### config.mk
export PLATFORM = sky130hd
export DESIGN_NAME = serial_adder
export DESIGN_NICKNAME = d
export VERILOG_FILES = /design/src/rtl/serial_adder.sv
export SDC_FILE = /design/constraint.sdc
export NUM_CORES = 1
export LEC_CHECK = 0
export ABC_AREA = 0
export BUFFER_PORTS_ARGS = -buffer_cell sky130_fd_sc_hd__buf_2
export CAP_MARGIN = 5
export CORE_ASPECT_RATIO = 1.25
export CORE_MARGIN = 8
export CORE_UTILIZATION = 54
export DETAILED_ROUTE_END_ITERATION = 16
export GPL_ROUTABILITY_DRIVEN = 0
export HOLD_SLACK_MARGIN = 0.05
export PLACE_DENSITY = 0.85
export SETUP_SLACK_MARGIN = 0.15
export SYNTH_ARGS = -nofsm -noshare
export SYNTH_HDL_FRONTEND = slang
export SYNTH_SLANG_ARGS = --single-unit
### constraint.sdc
create_clock -name clk -period 1.71 [get_ports clk]
set_clock_uncertainty 0.15 [all_clocks]
set_input_delay 0.4275 -clock clk [delete_from_list [all_inputs] [get_ports clk]]
set_output_delay 0.4275 -clock clk [all_outputs]
set_load 0.03 [all_outputs]
### src/rtl/serial_adder.sv
// ============================================================================
// Module   : serial_adder
// Brief    : Bit-serial WIDTH-bit adder, LSB first, start/busy/done handshake.
//            Define SERIAL_SUB_EN to add the op port and subtract mode.
// Revision : 1.0
// ============================================================================
`default_nettype none

module serial_adder #(
  parameter int WIDTH = 8
) (
  input  logic             clk,
  input  logic             rst_n,
  input  logic             start,
  input  logic [WIDTH-1:0] a,
  input  logic [WIDTH-1:0] b,
  input  logic             c_in,
`ifdef SERIAL_SUB_EN
  input  logic             op,
`endif
  output logic             busy,
  output logic             done,
  output logic [WIDTH-1:0] sum,
  output logic             c_out
);

  localparam int             CW     = $clog2(WIDTH);
  localparam logic [CW-1:0]  C_LAST = CW'(WIDTH - 1);

  typedef enum logic [1:0] {
    S_IDLE = 2'd0,
    S_RUN  = 2'd1,
    S_DONE = 2'd2
  } state_t;

  state_t             r_state;
  logic [WIDTH-1:0]   r_a;
  logic [WIDTH-1:0]   r_b;
  logic [WIDTH-2:0]   r_shift;
  logic [CW-1:0]      r_cnt;
  logic               r_carry;
`ifdef SERIAL_SUB_EN
  logic               r_op;
`endif

  logic               w_x;
  logic               w_bit;
  logic               w_carry_nxt;
  logic [WIDTH-1:0]   w_shift_nxt;

  assign w_x   = r_a[0] ^ r_b[0];
  assign w_bit = w_x ^ r_carry;

`ifdef SERIAL_SUB_EN
  // r_carry holds the borrow when r_op is set
  assign w_carry_nxt = r_op ? ((~r_a[0] & r_b[0]) | (~w_x & r_carry))
                            : ((r_a[0] & r_b[0]) | (r_carry & w_x));
`else
  assign w_carry_nxt = (r_a[0] & r_b[0]) | (r_carry & w_x);
`endif

  // new bit enters at the MSB; after WIDTH shifts the result is LSB-aligned
  assign w_shift_nxt = {w_bit, r_shift};

  always_ff @(posedge clk or negedge rst_n) begin
    if (!rst_n) begin
      r_state <= S_IDLE;
      r_a     <= '0;
      r_b     <= '0;
      r_shift <= '0;
      r_cnt   <= '0;
      r_carry <= 1'b0;
`ifdef SERIAL_SUB_EN
      r_op    <= 1'b0;
`endif
      busy    <= 1'b0;
      done    <= 1'b0;
      sum     <= '0;
      c_out   <= 1'b0;
    end else begin
      case (r_state)
        S_RUN: begin
          r_a     <= r_a >> 1;
          r_b     <= r_b >> 1;
          r_carry <= w_carry_nxt;
          r_shift <= w_shift_nxt[WIDTH-1:1];
          r_cnt   <= r_cnt + CW'(1);
          if (r_cnt == C_LAST) begin
            r_state <= S_DONE;
            busy    <= 1'b0;
            done    <= 1'b1;
            sum     <= w_shift_nxt;
            c_out   <= w_carry_nxt;
          end
        end
        default: begin
          // IDLE and DONE both accept a new start, so back-to-back ops have no gap
          done <= 1'b0;
          if (start) begin
            r_a     <= a;
            r_b     <= b;
            r_carry <= c_in;
            r_cnt   <= '0;
`ifdef SERIAL_SUB_EN
            r_op    <= op;
`endif
            r_state <= S_RUN;
            busy    <= 1'b1;
          end else begin
            r_state <= S_IDLE;
          end
        end
      endcase
    end
  end

endmodule

`default_nettype wire

==> insert_results.sql <==
INSERT INTO impl_metrics (metric_group, metric, value, unit) VALUES
('status', 'run_status', 'finished clean', ''),
('setup_path', 'critical_path.cell_chain', 'buf_4', ''),
('job', 'max_cap_violations', '0', ''),
('setup_path', 'crit_path_start_kind', 'flip-flop', ''),
('yosys', 'ys_types', '17', ''),
('placed_design', 'hpwl', '2146', 'µm'),
('setup_path', 'worstSetupPathType', 'flip-flop to output pin', ''),
('yosys', 'synth.largest_area_cell', 'sky130_fd_sc_hd__dfrtp_1', ''),
('timing', 'fin_tns_setup', '0', 'ps'),
('route', 'vias_per_cell', '5.259', ''),
('setup_path', 'cp.buffers_inverters', '1', ''),
('timing', 'highest_clock_frequency_the_design_can_meet', '658.4', 'MHz'),
('timing', 'max_slew_margin', '68.45', '%'),
('timing', 'setup_viol', '0', ''),
('final_layout', 'final_layout_size_suffix_gt1_share', '36.97', '%'),
('die', 'placeableCoreArea', '2973', 'µm²'),
('timing', 'period_minus_slack', '1519', 'ps'),
('clock_tree', 'cts_tree', 'built', ''),
('placed_design', 'io_buffer_count', '30', ''),
('clock_tree', 'clk-insertion-delay-late', '340', 'ps'),
('yosys', 'synth_warnings', '0', ''),
('setup_path', 'endpoint_kind', 'output pin', ''),
('die', 'die-height', '78.49', 'µm'),
('timing', 'setup_repair_after_global_routing_missed_its_margin', 'yes', ''),
('final_layout', 'antenna_cells_inserted', '0', ''),
('clock_tree', 'htree_depth', '2', ''),
('final_layout', 'nNetsFinal', '187', ''),
('final_layout', 'layout.cells.most_common_list', 'sky130_fd_sc_hd__dfrtp_1, sky130_fd_sc_hd__buf_2, sky130_fd_sc_hd__nand2_1, sky130_fd_sc_hd__o21ai_0, sky130_fd_sc_hd__mux2i_1', ''),
('global_route', 'grt_first_pass_wirelength', '5002', 'µm'),
('die', 'floorplan.initialDensity', '56.73', '%'),
('setup_path', 'worst_path_dominant_cell_family', 'flip-flops', ''),
('clock_tree', 'cts_num_sinks', '39', ''),
('min_path', 'class_of_the_tightest_hold_or_removal_check', 'input pin to flip-flop', ''),
('final_layout', 'most_common_cell_after_layout_fill_and_taps_aside', 'sky130_fd_sc_hd__dfrtp_1', ''),
('final_layout', 'num-fill-cells', '238', ''),
('yosys', 'mappedNetlistNets', '152', ''),
('setup_path', 'critical_path_arrival', '940', 'ps'),
('timing', 'post-route-worst-setup-slack', '191.1', 'ps'),
('die', 'row_count', '22', ''),
('route', 'drt-wirelength-per-cell', '14.54', 'µm'),
('clock_tree', 'clock_tree.buffer_depth', '2', ''),
('placed_design', 'preCtsSetupSlack', '138.0', 'ps'),
('route', 'post_route_antenna_net_violation_count', '0', ''),
('clock_tree', 'number_of_buffers_created_by_cts', '5', ''),
('global_route', 'global_route.overflow_total', '0', ''),
('power', 'powerDensity', '1827', 'nW/µm²'),
('final_layout', 'ff_latch_area', '975.9', 'µm²'),
('final_layout', 'area_taken_by_multi_input_logic_gates', '669.4', 'µm²'),
('yosys', 'syn_area', '1687', 'µm²'),
('yosys', 'synth_top_cell_area_share', '57.86', '%'),
('route', 'num_vias', '1057', ''),
('route', 'drc_errors', '0', ''),
('clock_tree', 'clock-root-buffer', 'sky130_fd_sc_hd__clkbuf_4', ''),
('global_route', 'vias_in_the_first_global_route', '1109', ''),
('timing', 'worst_slew_pin_slew', '473.2', 'ps'),
('timing', 'drv_slew', '0', ''),
('route', 'totalWireLength', '2922', 'µm'),
('final_layout', 'synthToLayoutAreaGrowth', '16.69', '%'),
('setup_path', 'path_max_fanout', '2', ''),
('die', 'dieArea', '5179', 'µm²'),
('timing', 'hold_viol', '0', ''),
('die', 'top_level_pins', '31', ''),
('setup_path', 'critPathRequiredTime', '1130', 'ps'),
('global_route', 'initial_antenna_violation_count', '0', ''),
('die', 'fp.dieW', '65.99', 'µm'),
('setup_path', 'critical_path.slowest_cell', 'sky130_fd_sc_hd__dfrtp_1', ''),
('timing', 'final_cycle_share', '88.83', '%'),
('yosys', 'syn_inst', '129', ''),
('yosys', 'post_synth_main_area_contributors', 'sky130_fd_sc_hd__dfrtp_1, sky130_fd_sc_hd__mux2i_1, sky130_fd_sc_hd__mux2_4', ''),
('yosys', 'synth-seq-cells', '39', ''),
('power', 'static_leakage', '1.020', 'nW'),
('yosys', 'synth.yosys.seq_area_share', '57.86', '%'),
('global_route', 'grt_start_max_net_pins', '40', ''),
('clock_tree', 'clk_transition_reported_paths', '100', 'ps'),
('setup_path', 'cpPeakStageDelay', '430', 'ps'),
('global_route', 'gr-usage-all-layers', '12.50', '%'),
('yosys', 'postSynthAreaPerCell', '13.07', 'µm²'),
('route', 'drtIter0Drc', '7', ''),
('clock_tree', 'cts_setup_buffers', '0', ''),
('timing', 'hold_slack', '194.5', 'ps'),
('power', 'max_rail_drop_vdd', '0.001299', 'V'),
('route', 'drt_first_pass_iters', '2', '');
tightest hold or removal path: cells and delay by family:
kind / cells / cell delay (ps)
buffers and inverters: 1 / 80
AND/OR/NAND/NOR: 1 / 80
multiplexers: 1 / 60
kinds of logic after synthesis:
| group | count (synthesis) | synth area share, % |
|---|---|---|
| AOI/OAI and AO/OA | 19 | 5.638 |
| adders and majority gates | 3 | 2.670 |
| buffers and inverters | 8 | 2.596 |
| DFF | 39 | 57.86 |
| muxes | 34 | 23.44 |
| and+or+nand+nor | 26 | 7.789 |
repair_timing:
item / CTS / global route
setup endpoints to repair: 9 / 1
pin swaps: 0 / 0
gates resized for setup: 1 / 2
hold endpoints to repair: 39 / 0
hold buffers: 1 / 0
final timing paths:
| path | start | to | slack [ps] | depth (start not counted) |
|---|---|---|---|---|
| worst max-delay path | r_state[1] | done | 190 | 1 |
| worst min-delay path | a[7] | r_a[7] | 190 | 3 |
| worst max register to register | r_cnt[0] | sum[4] | 200 | 4 |
| worst min register to register | r_a[7] | r_a[6] | 340 | 2 |
| max in group asynchronous | rst_n | r_cnt[1] | 570 | 3 |
| min in group asynchronous | rst_n | sum[4] | 510 | 3 |
where the power goes:
group | switching, W | internal (W)
Combinational | 0.000803 | 0.000684
Sequential | 0.000250 | 0.00134
Clock | 0.000272 | 0.000242
Total | 0.00133 | 0.00227
per-layer routing:
metal | vias up | track usage (%) | share of wire [%]
met5 | - | 0 | 0
met4 | 0 | 7.066 | 1.2
met3 | 5 | 4.545 | 7.9
met2 | 30 | 19.65 | 50
met1 | 510 | 14.26 | 41
li1 | 512 | - | -
flip-flops by register name, summed over array words and instances, names as in the netlist:
signal	flops
r_a	8
r_b	8
sum	8
r_shift	7
r_cnt	3
r_state	2
busy	1
c_out	1
r_carry	1
cells in the mapped netlist:
| cell type | count |
|---|---|
| sky130_fd_sc_hd__a21oi_1 | 2 |
| sky130_fd_sc_hd__buf_2 | 5 |
| sky130_fd_sc_hd__buf_6 | 1 |
| sky130_fd_sc_hd__clkbuf_1 | 1 |
| sky130_fd_sc_hd__dfrtp_1 | 39 |
| sky130_fd_sc_hd__fa_1 | 1 |
| sky130_fd_sc_hd__ha_1 | 2 |
| sky130_fd_sc_hd__inv_1 | 1 |
| sky130_fd_sc_hd__mux2_2 | 8 |
| sky130_fd_sc_hd__mux2_4 | 9 |
| sky130_fd_sc_hd__mux2i_1 | 17 |
| sky130_fd_sc_hd__nand2_1 | 17 |
| sky130_fd_sc_hd__nand2_8 | 1 |
| sky130_fd_sc_hd__nand2b_1 | 3 |
| sky130_fd_sc_hd__nor2_1 | 4 |
| sky130_fd_sc_hd__nor2b_4 | 1 |
| sky130_fd_sc_hd__o21ai_0 | 17 |
layout make-up:
cell class,instances,share of cell area (%)
clock buffer,8,3.496
tap,36,2.289
timing repair buffer,35,10.43
multi-input combinational,82,34.01
sequential,39,49.59
inverter,1,0.1907
stage by stage:
step | cell area [µm²] | util, % | std cells | total power (W)
2_1_floorplan | 1687 | - | 129 | 0.002739
3_3_place_gp | 1884 | 63.38 | 192 | 0.002999
3_5_place_dp | 1884 | 63.38 | 192 | 0.003122
4_1_cts | 1966 | 66.12 | 201 | 0.003645
5_1_grt | 1968 | 66.20 | 201 | 0.003881
6_report | 1968 | 66.20 | 201 | 0.003595
(Power assumes the default switching activity.)
